File: src/rtl/key_pkg.sv
// Shared constants for the 4x4 keypad scanner: FSM encoding, key-code table,
// named codes and auto-repeat intervals.
package key_pkg;

    localparam logic [2:0] ST_SCAN     = 3'd0;
    localparam logic [2:0] ST_DEBOUNCE = 3'd1;
    localparam logic [2:0] ST_ACCEPT   = 3'd2;
    localparam logic [2:0] ST_HOLD     = 3'd3;
    localparam logic [2:0] ST_RELEASE  = 3'd4;

    localparam logic [3:0] KEY_EQ  = 4'he;
    localparam logic [3:0] KEY_CLR = 4'hf;

    localparam int RPT_FIRST = 500;
    localparam int RPT_NEXT  = 100;

    // Entry [r*4+c] sits at bits [(r*4+c)*4 +: 4]; row 3 is listed first.
    localparam logic [63:0] KEY_TABLE = {4'hd, KEY_EQ, 4'h0, KEY_CLR,
                                         4'hc, 4'h9, 4'h8, 4'h7,
                                         4'hb, 4'h6, 4'h5, 4'h4,
                                         4'ha, 4'h3, 4'h2, 4'h1};

    function automatic logic [3:0] key_lookup(input logic [1:0] row, input logic [1:0] col);
        logic [3:0] idx;
        idx = {row, col};
        return KEY_TABLE[{idx, 2'b00} +: 4];
    endfunction

    function automatic logic [1:0] low_row(input logic [3:0] rows);
        logic [1:0] r;
        if (!rows[0])      r = 2'd0;
        else if (!rows[1]) r = 2'd1;
        else if (!rows[2]) r = 2'd2;
        else               r = 2'd3;
        return r;
    endfunction

endpackage

File: src/rtl/key_debounce.sv
// Stable-pattern counter: clr captures the reference pattern; done fires on the
// LIMIT-th consecutive cycle in which the pattern still matches it.
module key_debounce #(
    parameter int LIMIT = 20
) (
    input  logic       clk,
    input  logic       rstn,
    input  logic       clr,
    input  logic [3:0] pattern,
    output logic       match,
    output logic       done
);
    localparam int CW = $clog2(LIMIT + 1);
    localparam logic [CW-1:0] LAST = CW'(LIMIT - 1);

    logic [3:0]    ref_q, ref_d;
    logic [CW-1:0] cnt_q, cnt_d;

    assign match = (pattern == ref_q);
    assign done  = match && (cnt_q == LAST);

    always_comb begin
        ref_d = ref_q;
        cnt_d = cnt_q;
        if (clr) begin
            ref_d = pattern;
            cnt_d = '0;
        end else if (!match) begin
            cnt_d = '0;
        end else if (!done) begin
            cnt_d = cnt_q + 1'b1;
        end
    end

    always_ff @(posedge clk or negedge rstn) begin
        if (!rstn) begin
            ref_q <= 4'hF;
            cnt_q <= '0;
        end else begin
            ref_q <= ref_d;
            cnt_q <= cnt_d;
        end
    end

endmodule

File: src/rtl/key_scan.sv
// 4x4 keypad scanner with debounce, key-code mapping and a one-cycle flag.
// Optional auto-repeat while a key is held: define KEY_REPEAT_EN.
module key_scan
    import key_pkg::*;
#(
    parameter int DEBOUNCE_CYC = 20,
    parameter int COL_DWELL    = 4
) (
    input  logic       CLK_1K,
    input  logic       RSTN,
    input  logic [3:0] row_in,
    output logic [3:0] col_out,
    output logic [3:0] key_value,
    output logic       flag
);
    localparam int DW = $clog2(COL_DWELL);
    localparam logic [DW-1:0] DWELL_LAST = DW'(COL_DWELL - 1);

    logic [3:0]    rs_meta_q, rs_q;
    logic [2:0]    state_q, state_d;
    logic [1:0]    col_idx_q, col_idx_d;
    logic [DW-1:0] dwell_q, dwell_d;
    logic [1:0]    row_q, row_d;
    logic [3:0]    key_value_q, key_value_d;
    logic          db_clr, db_match, db_done;

    key_debounce #(.LIMIT(DEBOUNCE_CYC)) u_debounce (
        .clk     (CLK_1K),
        .rstn    (RSTN),
        .clr     (db_clr),
        .pattern (rs_q),
        .match   (db_match),
        .done    (db_done)
    );

`ifdef KEY_REPEAT_EN
    logic [8:0] rpt_cnt_q, rpt_cnt_d;
    logic       rpt_first_q, rpt_first_d;
    logic       rpt_fire;

    // rpt_cnt_q counts cycles since the last flag; first interval is the long one.
    assign rpt_fire = rpt_first_q ? (rpt_cnt_q >= 9'(RPT_FIRST - 1))
                                  : (rpt_cnt_q >= 9'(RPT_NEXT - 1));

    always_comb begin
        rpt_cnt_d   = rpt_cnt_q;
        rpt_first_d = rpt_first_q;
        if (state_q == ST_ACCEPT)    rpt_cnt_d = 9'd1;
        else if (state_q == ST_HOLD) rpt_cnt_d = rpt_cnt_q + 9'd1;
        if (state_q == ST_DEBOUNCE)                            rpt_first_d = 1'b1;
        else if (state_q == ST_HOLD && state_d == ST_ACCEPT) rpt_first_d = 1'b0;
    end

    always_ff @(posedge CLK_1K or negedge RSTN) begin
        if (!RSTN) begin
            rpt_cnt_q   <= 9'd0;
            rpt_first_q <= 1'b0;
        end else begin
            rpt_cnt_q   <= rpt_cnt_d;
            rpt_first_q <= rpt_first_d;
        end
    end
`endif

    always_comb begin
        state_d     = state_q;
        col_idx_d   = col_idx_q;
        dwell_d     = dwell_q;
        row_d       = row_q;
        key_value_d = key_value_q;
        db_clr      = 1'b0;
        case (state_q)
            ST_SCAN: begin
                // The synchronizer needs two cycles to show the new column, so only the last dwell cycle is trusted.
                if (dwell_q == DWELL_LAST) begin
                    dwell_d = '0;
                    if (rs_q != 4'hF) begin
                        row_d   = low_row(rs_q);
                        db_clr  = 1'b1;
                        state_d = ST_DEBOUNCE;
                    end else begin
                        col_idx_d = col_idx_q + 2'd1;
                    end
                end else begin
                    dwell_d = dwell_q + 1'b1;
                end
            end
            ST_DEBOUNCE: begin
                if (!db_match) begin
                    col_idx_d = col_idx_q + 2'd1;
                    dwell_d   = '0;
                    state_d   = ST_SCAN;
                end else if (db_done) begin
                    key_value_d = key_lookup(row_q, col_idx_q);
                    state_d     = ST_ACCEPT;
                end
            end
            ST_ACCEPT: state_d = ST_HOLD;
            ST_HOLD: begin
                if (rs_q == 4'hF) begin
                    db_clr  = 1'b1;
                    state_d = ST_RELEASE;
                end
`ifdef KEY_REPEAT_EN
                else if (rpt_fire) begin
                    state_d = ST_ACCEPT;
                end
`endif
            end
            ST_RELEASE: begin
                if (!db_match) begin
                    state_d = ST_HOLD;
                end else if (db_done) begin
                    col_idx_d = col_idx_q + 2'd1;
                    dwell_d   = '0;
                    state_d   = ST_SCAN;
                end
            end
            default: state_d = ST_SCAN;
        endcase
    end

    always_ff @(posedge CLK_1K or negedge RSTN) begin
        if (!RSTN) begin
            rs_meta_q   <= 4'hF;
            rs_q        <= 4'hF;
            state_q     <= ST_SCAN;
            col_idx_q   <= 2'd0;
            dwell_q     <= '0;
            row_q       <= 2'd0;
            key_value_q <= 4'h0;
        end else begin
            rs_meta_q   <= row_in;
            rs_q        <= rs_meta_q;
            state_q     <= state_d;
            col_idx_q   <= col_idx_d;
            dwell_q     <= dwell_d;
            row_q       <= row_d;
            key_value_q <= key_value_d;
        end
    end

    assign col_out   = ~(4'b0001 << col_idx_q);
    assign key_value = key_value_q;
    assign flag      = (state_q == ST_ACCEPT);

endmodule

File: config.mk
export PLATFORM = sky130hd
export DESIGN_NAME = key_scan
export DESIGN_NICKNAME = d
export VERILOG_FILES = /design/src/rtl/key_pkg.sv /design/src/rtl/key_debounce.sv /design/src/rtl/key_scan.sv
export SDC_FILE = /design/constraint.sdc
export NUM_CORES = 1
export LEC_CHECK = 0
export BUFFER_PORTS_ARGS = -buffer_cell sky130_fd_sc_hd__buf_2
export CELL_PAD_IN_SITES_DETAIL_PLACEMENT = 1
export CELL_PAD_IN_SITES_GLOBAL_PLACEMENT = 1
export CORE_MARGIN = 2
export CORE_UTILIZATION = 25
export CTS_CLUSTER_DIAMETER = 100
export DETAILED_ROUTE_END_ITERATION = 8
export PLACE_DENSITY = 0.48
export SYNTH_ARGS = -nofsm -noshare
export SYNTH_HDL_FRONTEND = slang
export SYNTH_SLANG_ARGS = --single-unit
export TNS_END_PERCENT = 5
File: constraint.sdc
create_clock -name CLK_1K -period 2.5 [get_ports CLK_1K]
set_input_delay 0.5 -clock CLK_1K [delete_from_list [all_inputs] [get_ports CLK_1K]]
set_output_delay 0.5 -clock CLK_1K [all_outputs]
set_load 0.1 [all_outputs]
Yosys cells after proc, flatten, opt, wreduce, memory -nomap -nowiden
Index checks and enable logic that the tools add are counted.
W data, S select, Z words.

cells by class
  bitwise operators = 1
  shift-type cells = 2
  equal/unequal tests = 19
  mux-type cells = 29
  add/sub/neg operators = 3
  reduce and logical (&&, ||, !) cells = 8

operator list
  kind                       count
  $shiftx A64 B7 Y4 const A  1
  $mux W2                    11
  $mux W3                    7
  $mux W5                    3
  $pmux W3 S5                1
  $ne A2 B2 Y1 const B       7
  $pmux W2 S3                2
  $ne A3 B3 Y1 const B       3
  $eq A3 B2 Y1 const B       2
  $reduce_and A3 Y1          2
  $reduce_and A6 Y1          1
  $add A5 B1 Y5 const B      1
  $eq A5 B5 Y1 const B       1
  $reduce_and A5 Y1          1
  $add A2 B1 Y2 const B      2
  $eq A4 B4 Y1               1
  $eq A4 B4 Y1 const B       1
  $mux W1                    4
  $ne A4 B4 Y1 const B       1
  $not A4 Y4                 1
  $reduce_and A4 Y1          1
  $shl A1 B2 Y4 const A      1
  $eq A3 B1 Y1 const B       1
  $eq A3 B3 Y1 const B       1
  5 further kinds            5

storage, ports and cells
  input bits = 6
  output and inout port bits = 9
  bits in registers = 30
  logic and storage cells = 71

Longest topological paths before layout
Gate-level depths: netlist of run 1.

  word-level depth = 5
  gate-level depth with buffers = 6
  depth with buffers taken out = 6

Hierarchy
A second synthesis of run 1 with hierarchy kept.

second synthesis, totals
  cell total of the unflattened synthesis = 142
  area, all modules = 1639.1 µm²

by module, submodules not included
  module        instances  sequential area each (µm²)  cells an instance  area each (µm²)
  key_scan      1          535.5                       106                1171.1
  key_debounce  1          230.2                       36                 467.9

Worst setup path after synthesis of run 1
Ideal clock, no wire load.

  path type = reg-to-output
  start point = register state_q[1]
  end point = output flag
  path buffers = 1
  cell stages (with the launch flop) = 3
  data arrival time = 2.921 ns
  required time = 2.000 ns
  slack = -0.921 ns
  cell sequence = dfrtp_1 clkbuf_1 nor3b_1

between the ends
  cells in the longest elaborated chain, start to end = 1

ends and longest elaborated chain
  element                 RTL line         RTL
  start, declared         key_scan.sv:20   logic [2:0] state_q, state_d;
  start signal, assigned  key_scan.sv:135  state_q <= state_d;
  $eq A3 B2 Y1            key_scan.sv:145  assign flag = (state_q == ST_ACCEPT);
  end, declared           key_scan.sv:14   output logic flag

No other way between the ends.

Worst setup path after layout of run 1
  start point = register rs_q[3]
  end point = register col_idx_q[1]

between the ends
  cells in the longest elaborated chain, start to end = 4
  elaborated cells between the ends (all ways) = 8
  those cells by class = 6 x eq/ne; 2 x reduce/logical

ends and longest elaborated chain
  element                        RTL line            RTL
  start, declared                key_scan.sv:19      logic [3:0] rs_meta_q, rs_q;
  start signal, assigned         key_scan.sv:134     rs_q <= rs_meta_q;
  $eq A4 B4 Y1                   key_debounce.sv:19  assign match = (pattern == ref_q);
  $logic_and A1 B1 Y1            key_debounce.sv:20  assign done = match && (cnt_q == LAST);
  $ne A2 B2 Y1 (no line)         --
  $reduce_and A6 Y1 (no line) *  --
  end signal, assigned           key_scan.sv:136     col_idx_q <= col_idx_d;
  end, declared                  key_scan.sv:21      logic [1:0] col_idx_q, col_idx_d;

Mark *: on every way between the ends. The rest lies on a longest branch, timed or not.
A chain may end at the register's enable or synchronous reset.

==> run_results.csv, run 1 <==
group,metric,value,unit
status,status,"finished, final reports clean",
synthesis,yosysSeqAreaShare,50.5,%
place,gp_congestion,0.696,
synthesis,synthMuxAreaShare,5.94,%
cts,tritoncts,"done",
layout,final_area,1770,um2
power,ir_worst_vdd,0.000693,V
layout,area_growth,16.7,%
synthesis,synth-async-reset-ratio,100,%
synthesis,synth-xor-area-share,5.20,%
timing,fin_crit,2140,ps
timing,tightest_slew,678,ps
critical_path,arrival,2310,ps
synthesis,syn_inst,139,
cts,cts_resized,0,
global_routing,grt_pass1_vias,1169,
critical_path,max_stage_delay,560,ps
timing,finalClockSkew,4.53,ps
timing,rsz0062_at_grt,"no",
power,switching_power,0.000837,W
floorplan,start_util,25.8,%
floorplan,die_h,81.9,um
synthesis,synthesis.nets,153,
layout,fin_nets,171,
floorplan,rows,28,
global_routing,antenna_found_initial,0,
place,dp_hpwl,2.35,mm
power,p_leak,0.764,nW
global_routing,grt_overflow,0,
hold_path,hold_class,"in -> async",
drt,num_vias,1050,
cts,cts.sinks,30,
synthesis,avgSynthCellArea,10.9,um2
layout,drive_gt1_share,31.6,%
power,power_density,1090,nW/um2
timing,hold_viol_final,0,
synthesis,synth_top_family_by_area,"simple AND/OR/NAND/NOR gates",
cts,insertion_delay,280,ps
timing,setup_viol,0,
critical_path,cp-end-kind,"flop",
synthesis,synth_area_leaders,"dfrtp_1, dfstp_2, ha_1",
layout,antenna_cells,0,
synthesis,synth_top_area_cell,"dfrtp_1",
synthesis,synth_simple_gate_area_share,17.6,%
critical_path,crit_path_cell_trace,"xor2_1 -> nor4_4 -> a21oi_2 -> or4b_4 -> mux2_4",
cts,htree_levels,2,
power,seq_power_share,37.2,%
synthesis,synth_fa_ha_area_share,6.60,%
global_routing,grt.total_usage,11.3,%
place,dpl_cell_area,1680,um2
cts,numCtsBuffers,5,
cts,clock_path_buffers,2,
synthesis,ys.flop_type,"dfrtp_1",
floorplan,fp.dieW,81.9,um
layout,final_util,30.1,%
power,pwr-share-clk,19.9,%
synthesis,yosysWarnings,0,
global_routing,grt_pass1_wl,5.55,mm
cts,cts_setup_buffers,0,
run,cap_violations,0,
drt,antenna_left,0,
cts,path_clk_slew,70,ps
critical_path,crit_type,"reg -> reg",
drt,avgViaCountPerCell,4.51,
critical_path,required,2670,ps
cts,cts_root_buffer,"clkbuf_8",
synthesis,synth-compound-area-share,10.7,%
synthesis,ys_ff_latch,30,
place,portBuffers,14,
drt,drtIter0Drc,31,
power,total_power,0.00194,W
drt,drt-pass1-iter-count,4,
critical_path,slowest_stage,"dfstp_2",
floorplan,pin_count,15,
floorplan,coreArea,5890,um2
power,internal-power,0.00110,W
synthesis,synth_edf_count,0,
critical_path,crit_fanout,7,
floorplan,die_area,6710,um2
critical_path,reg2reg_depth,5,
global_routing,grt_max_degree,31,
critical_path,cp-start-kind,"flop",
cts,hold_buffers,0,
timing,slew_violations,0,
timing,slew_headroom,54.8,%
drt,wirelength,3.15,mm
synthesis,ys_types,36,
drt,wl_per_cell,13.5,um
timing,fmax,467,MHz
power,p_comb_share,42.8,%
synthesis,syn_area,1520,um2
timing,tns,0,ps
power,switching_share,43.2,%
timing,finalCritPeriodShare,85.6,%
drt,drc,0,
synthesis,yosys.area.top_type_share,29.7,%
-- power groups by stage --
stage / Clock [W] / Sequential [W] / Combinational, W
3_3_place_gp: 0 / 0.000727 / 0.000826
2_1_floorplan: 0 / 0.000684 / 0.000718
5_1_grt: 0.000437 / 0.000742 / 0.000912
3_5_place_dp: 0 / 0.000733 / 0.000846
4_1_cts: 0.000412 / 0.000724 / 0.000847
6_report: 0.000386 / 0.000721 / 0.000830
-- stage by stage --
| stage | hold WS [ps] | instances | setup WS (ps) |
|---|---|---|---|
| finish | 252 | 233 | 361 |
| global route | 292 | 233 | 247 |
| CTS | 278 | 233 | 342 |
| detailed placement | 348 | 225 | 367 |
| global placement | 346 | 225 | 408 |
| floorplan | 204 | 139 | 61.9 |
-- path summary, 6_finish.rpt --
check                             start            to  slack (ps)
min in group CLK_1K           row_in[3]  rs_meta_q[3]         310
setup / recovery                rs_q[3]  col_idx_q[1]         360
hold / removal                     RSTN  key_value[0]         250
setup reg to reg                rs_q[3]  col_idx_q[1]         360
max in group asynchronous          RSTN      row_q[0]        1810
hold reg to reg            rs_meta_q[3]       rs_q[3]         350
-- area by class of cell --
class	count	area [um2]
clock buffer	5	68.8
clock inverter	3	20.0
fill	688	4120
inverter	9	33.8
multi-input combinational	95	703
sequential	30	766
tap	75	93.8
timing repair buffer	16	85.1
-- state kept, by name, summed over array words and instances (netlist names) --
register and cells:
u_debounce.cnt_q 5, key_value 4, rs_meta_q 4, rs_q 4, u_debounce.ref_q 4, state_q 3
col_idx_q 2, dwell_q 2, row_q 2
-- logic make-up (layout without fill, tap and decap cells) --
group                      Yosys count  count (layout)
buffers and inverters               14              33
and+or+nand+nor                     44              44
xor gates and xnor gates             9               9
DFF                                 30              30
adders and majority gates            8               8
AOI/OAI and AO/OA                   26              26
muxes                                8               8
-- worst max-delay path: cells and delay by family (launching register included) --
kind / cells / cell delay (ps)
AOI/OAI and AO/OA: 1 / 110
xor gates and xnor gates: 1 / 100
DFF: 1 / 560
muxes: 1 / 310
and+or+nand+nor: 2 / 950
-- placed cells by master (no fill, tap or decap), types with 4 or more instances in the layout --
master / n
a21oi_1: 5
ha_1: 8
buf_2: 14
xor2_1: 6
dfrtp_1: 18
inv_1: 9
nand2_1: 13
clkbuf_8: 5
nor3_1: 4
dfstp_2: 12
o21ai_0: 11
mux2_2: 4
nor2_1: 7
nand3_1: 4
-- per-layer routing --
metal | share of wire (%) | GRT usage (%)
met5 | 0 | 0
met3 | 3.9 | 3.63
met2 | 49 | 19.2
met1 | 46 | 13.1
met4 | 1.2 | 4.50
-- cell usage after synthesis, types with 2 or more instances --
cell type  number
o31a_1          2
xnor2_1         3
nand3_1         4
nor2_1          7
dfstp_2        12
clkbuf_1        5
a22o_1          2
mux2_2          4
nor3b_1         2
ha_1            8
nor3_1          4
inv_1           9
nand4_1         3
nand2_1        13
o21ai_0        11
dfrtp_1        18
a21oi_2         2
a21oi_1         5
mux2i_1         3
xor2_1          6
No activity file was read; power rests on OpenSTA's default activity.
==> inputs of run 2 (changes only) <==
--- a/config.mk
+++ b/config.mk
@@ -9,10 +9,10 @@
 export CELL_PAD_IN_SITES_DETAIL_PLACEMENT = 1
 export CELL_PAD_IN_SITES_GLOBAL_PLACEMENT = 1
 export CORE_MARGIN = 2
-export CORE_UTILIZATION = 25
+export CORE_UTILIZATION = 46
 export CTS_CLUSTER_DIAMETER = 100
 export DETAILED_ROUTE_END_ITERATION = 8
-export PLACE_DENSITY = 0.48
+export PLACE_DENSITY = 0.87
 export SYNTH_ARGS = -nofsm -noshare
 export SYNTH_HDL_FRONTEND = slang
 export SYNTH_SLANG_ARGS = --single-unit
==> run_results.csv, run 2 (synthesis results as in run 1) <==
group,metric,value,unit
cts,numCtsBuffers,5,
drt,avgViaCountPerCell,5.42,
power,total_power,0.00192,W
power,ir_worst_vdd,0.000544,V
layout,final_util,55.4,%
cts,path_clk_slew,100,ps
cts,htree_levels,2,
status,status,"finished, final reports clean",
timing,rsz0062_at_grt,"no",
global_routing,grt.total_usage,20.2,%
timing,finalCritPeriodShare,86.5,%
drt,antenna_left,0,
place,dp_hpwl,2.16,mm
layout,final_common_cell,"dfrtp_1",
power,p_leak,0.760,nW
cts,insertion_delay,330,ps
floorplan,fp.dieW,61.4,um
global_routing,grt_overflow,0,
timing,tns,0,ps
cts,cts.sinks,30,
global_routing,grt_pass1_vias,1191,
timing,slew_violations,0,
critical_path,rr_endpoint,"col_idx_q[1]",
layout,fin_nets,171,
drt,num_vias,1094,
layout,area_growth,13.3,%
global_routing,grt_max_degree,31,
timing,tightest_slew,634,ps
cts,tritoncts,"done",
global_routing,grt_pass1_wl,5.35,mm
place,portBuffers,14,
critical_path,r2r-start,"rs_q[3]",
timing,hold_viol_final,0,
timing,fin_ws,338,ps
critical_path,crit_fanout,6,
critical_path,arrival,1660,ps
timing,hold-worst-slack,176,ps
layout,regMostFlops,"u_debounce.cnt_q",
critical_path,cp-end-kind,"output port",
floorplan,die_h,61.4,um
global_routing,grt_most_used_layer,"met2",
layout,largest_reg_flops,5,
power,power_density,1120,nW/um2
critical_path,reg2reg_depth,5,
layout,drive_gt1_share,31.6,%
drt,drc,0,
drt,wirelength,3.05,mm
floorplan,pin_count,15,
layout,layout_common_cells,"dfrtp_1, buf_2, nand2_1, dfstp_2, o21ai_0",
global_routing,gr-usage-met3,5.25,%
floorplan,start_util,48.9,%
critical_path,ff2ff_setup_slack,350,ps
critical_path,cp-start-kind,"flop",
timing,slew_headroom,57.8,%
timing,finalClockSkew,6.98,ps
global_routing,antenna_found_initial,0,
drt,drt-pass1-iter-count,4,
global_routing,grt_util_met2,35.9,%
place,dp_slack,354,ps
floorplan,die_area,3770,um2
floorplan,rows,20,
cts,cts_resized,0,
layout,antenna_cells,0,
critical_path,required,2000,ps
timing,fmax,462,MHz
cts,hold_buffers,0,
cts,cts_root_buffer,"clkbuf_4",
timing,setup_viol,0,
timing,fin_crit,2160,ps
run,cap_violations,0,
drt,drtIter0Drc,33,
floorplan,coreArea,3100,um2
cts,cts_setup_buffers,0,
drt,wl_per_cell,15.1,um
cts,clock_path_buffers,2,
critical_path,crit_type,"reg -> out",
place,gp_congestion,0.909,
hold_path,hold_class,"in -> async",
global_routing,grtUsageMet1,22.3,%
==> run 2: how the worst max path moves through the flow <==
stage	startpoint	to	cells past startpoint
after floorplan	state_q[1]	flag	2
after CTS	col_idx_q[0]	col_out[2]	4
after global placement	rs_q[3]	col_idx_q[1]	5
final	col_idx_q[0]	col_out[2]	4
after detailed placement	rs_q[3]	col_idx_q[1]	5
after global routing	col_idx_q[0]	col_out[2]	4
==> run 2: where the power goes <==
group,switching (W),internal (W),total [W]
registers,0.000108,0.000614,0.000721
clock network,0.000180,0.000171,0.000352
logic,0.000555,0.000293,0.000848
total,0.000843,0.00108,0.00192
==> run 2: layout make-up <==
| class | count | area, um2 |
|---|---|---|
| fill | 355 | 1390 |
| sequential | 30 | 766 |
| multi-input combinational | 95 | 703 |
| timing repair buffer | 16 | 85.1 |
| clock buffer | 6 | 62.6 |
| tap | 44 | 55.1 |
| inverter | 9 | 33.8 |
| clock inverter | 2 | 12.5 |
==> run 2: worst max-delay path, stage by stage (launching register included) <==
cell and delay, ps:
dfrtp_1 470, inv_1 120, ha_1 240, inv_1 80, buf_2 420
==> run 2: through the flow <==
| step | instances | cell area, um2 |
|---|---|---|
| final | 202 | 1720 |
| after global routing | 202 | 1720 |
| after CTS | 202 | 1720 |
| after detailed placement | 194 | 1640 |
| after global placement | 194 | 1640 |
| after floorplan | 139 | 1520 |
==> run 2: metal layers <==
metal / wire, um / vias up
met5: 0 / -
met4: 75 / 0
met3: 102 / 7
met2: 1580 / 17
met1: 1280 / 546
li1: - / 524
==> inputs of run 3 (changes only) <==
--- a/config.mk
+++ b/config.mk
@@ -9,10 +9,11 @@
 export CELL_PAD_IN_SITES_DETAIL_PLACEMENT = 1
 export CELL_PAD_IN_SITES_GLOBAL_PLACEMENT = 1
 export CORE_MARGIN = 2
-export CORE_UTILIZATION = 46
+export CORE_UTILIZATION = 45
 export CTS_CLUSTER_DIAMETER = 100
 export DETAILED_ROUTE_END_ITERATION = 8
-export PLACE_DENSITY = 0.87
+export MAX_ROUTING_LAYER = met4
+export PLACE_DENSITY = 0.86
 export SYNTH_ARGS = -nofsm -noshare
 export SYNTH_HDL_FRONTEND = slang
 export SYNTH_SLANG_ARGS = --single-unit
==> run_results.csv, run 3 (synthesis results as in run 1) <==
group,metric,value,unit
status,status,"finished, final reports clean",
cts,htree_levels,2,
critical_path,max_stage_delay,640,ps
timing,fin_ws,328,ps
critical_path,arrival,1670,ps
place,dp_hpwl,2.19,mm
power,p_leak,0.746,nW
timing,tightest_slew,647,ps
drt,antenna_left,0,
timing,fin_crit,2170,ps
timing,tns,0,ps
layout,antenna_cells,0,
timing,hold_viol_final,0,
global_routing,grt_pass1_wl,4.93,mm
drt,avgViaCountPerCell,5.34,
timing,slew_violations,0,
drt,drt-pass1-iter-count,4,
global_routing,grt_pass1_vias,1123,
global_routing,grt.total_usage,18.5,%
critical_path,critPathTopFamily,"flip-flops",
critical_path,crit_type,"reg -> out",
cts,insertion_delay,330,ps
run,cap_violations,0,
timing,rsz0062_at_grt,"no",
cts,numCtsBuffers,5,
cts,cts_setup_buffers,0,
layout,final_common_cell,"dfrtp_1",
floorplan,start_util,46.2,%
floorplan,pin_count,15,
layout,layout_common_cells,"dfrtp_1, buf_2, nand2_1, dfstp_2, o21ai_0",
cts,tritoncts,"done",
critical_path,critPathBufInv,1,
place,dp_slack,340,ps
layout,area_growth,12.0,%
drt,wirelength,2.92,mm
power,ir_worst_vdd,0.000480,V
place,portBuffers,14,
critical_path,cp-start-kind,"flop",
cts,cts_resized,0,
critical_path,required,2000,ps
critical_path,crit_fanout,17,
layout,final_util,51.7,%
timing,fmax,460,MHz
timing,finalClockSkew,9.13,ps
global_routing,grt_overflow,0,
cts,clock_path_buffers,2,
floorplan,coreArea,3280,um2
floorplan,fp.dieW,62.1,um
cts,cts.sinks,30,
drt,wl_per_cell,14.4,um
floorplan,die_h,62.1,um
layout,drive_gt1_share,30.6,%
critical_path,r2r-start,"rs_q[3]",
place,gp_congestion,0.813,
power,total_power,0.00185,W
global_routing,antenna_found_initial,0,
layout,fin_nets,170,
power,power_density,1090,nW/um2
cts,hold_buffers,0,
timing,setup_viol,0,
critical_path,slowest_stage,"dfrtp_1",
timing,finalCritPeriodShare,86.9,%
global_routing,grt_max_degree,31,
cts,cts_root_buffer,"clkbuf_4",
critical_path,cp-startpoint,"state_q[1]",
timing,hold-worst-slack,179,ps
drt,drc,0,
layout,regMostFlops,"u_debounce.cnt_q",
drt,num_vias,1085,
hold_path,hold_class,"in -> async",
cts,path_clk_slew,90,ps
floorplan,rows,21,
critical_path,crit_path_cell_trace,"nor3b_2 -> buf_2",
drt,drtIter0Drc,42,
layout,largest_reg_flops,5,
critical_path,cp-end-kind,"output port",
timing,slew_headroom,56.9,%
floorplan,die_area,3850,um2
run 3: layout make-up:
type	count	area (um2)
clock buffers	7	55.1
clock inverters	1	5.00
flip-flops and latches	30	766
inverters	9	33.8
fillers	357	1590
well taps	46	57.6
multi-input cells	95	703
repair buffers	15	77.6
run 3: layer usage:
layer / vias up / track usage [%] / wire [um] / share of wire [%]
met3: 6 / 4.97 / 109 / 3.7
met5: - / - / 0 / 0
met4: 0 / 8.21 / 53 / 1.8
li1: 517 / - / - / -
met2: 17 / 29.6 / 1490 / 51
met1: 545 / 21.8 / 1260 / 43
run 3: power by group:
part | internal [W] | leakage, nW | switching [W] | total, W
sequential | 0.000614 | 0.366 | 0.000109 | 0.000723
combinational | 0.000292 | 0.344 | 0.000542 | 0.000834
clock | 0.000136 | 0.0353 | 0.000162 | 0.000298
total | 0.00104 | 0.746 | 0.000813 | 0.00185
run 3: worst reg2reg max path: cells and delay by family (launching register included):
family / cells / cell delay, ps
AND/OR/NAND/NOR: 2 / 980
flip-flops: 1 / 560
multiplexers: 1 / 310
AO/OA/AOI/OAI: 1 / 120
XOR/XNOR: 1 / 100
run 3: stage by stage:
step / std cells / instance area (um2)
4_1_cts: 203 / 1700
3_3_place_gp: 195 / 1640
6_report: 203 / 1700
5_1_grt: 203 / 1700
3_5_place_dp: 195 / 1640
2_1_floorplan: 139 / 1520
run 3: final timing paths:
kind,end,slack [ps],depth (start not counted)
worst max-delay path,flag,330,2
worst max register to register,col_idx_q[1],330,5
max in group asynchronous,state_q[0],1890,1
worst min-delay path,key_value[0],180,1
worst min register to register,rs_q[1],350,0
min in group CLK_1K,rs_meta_q[2],270,1
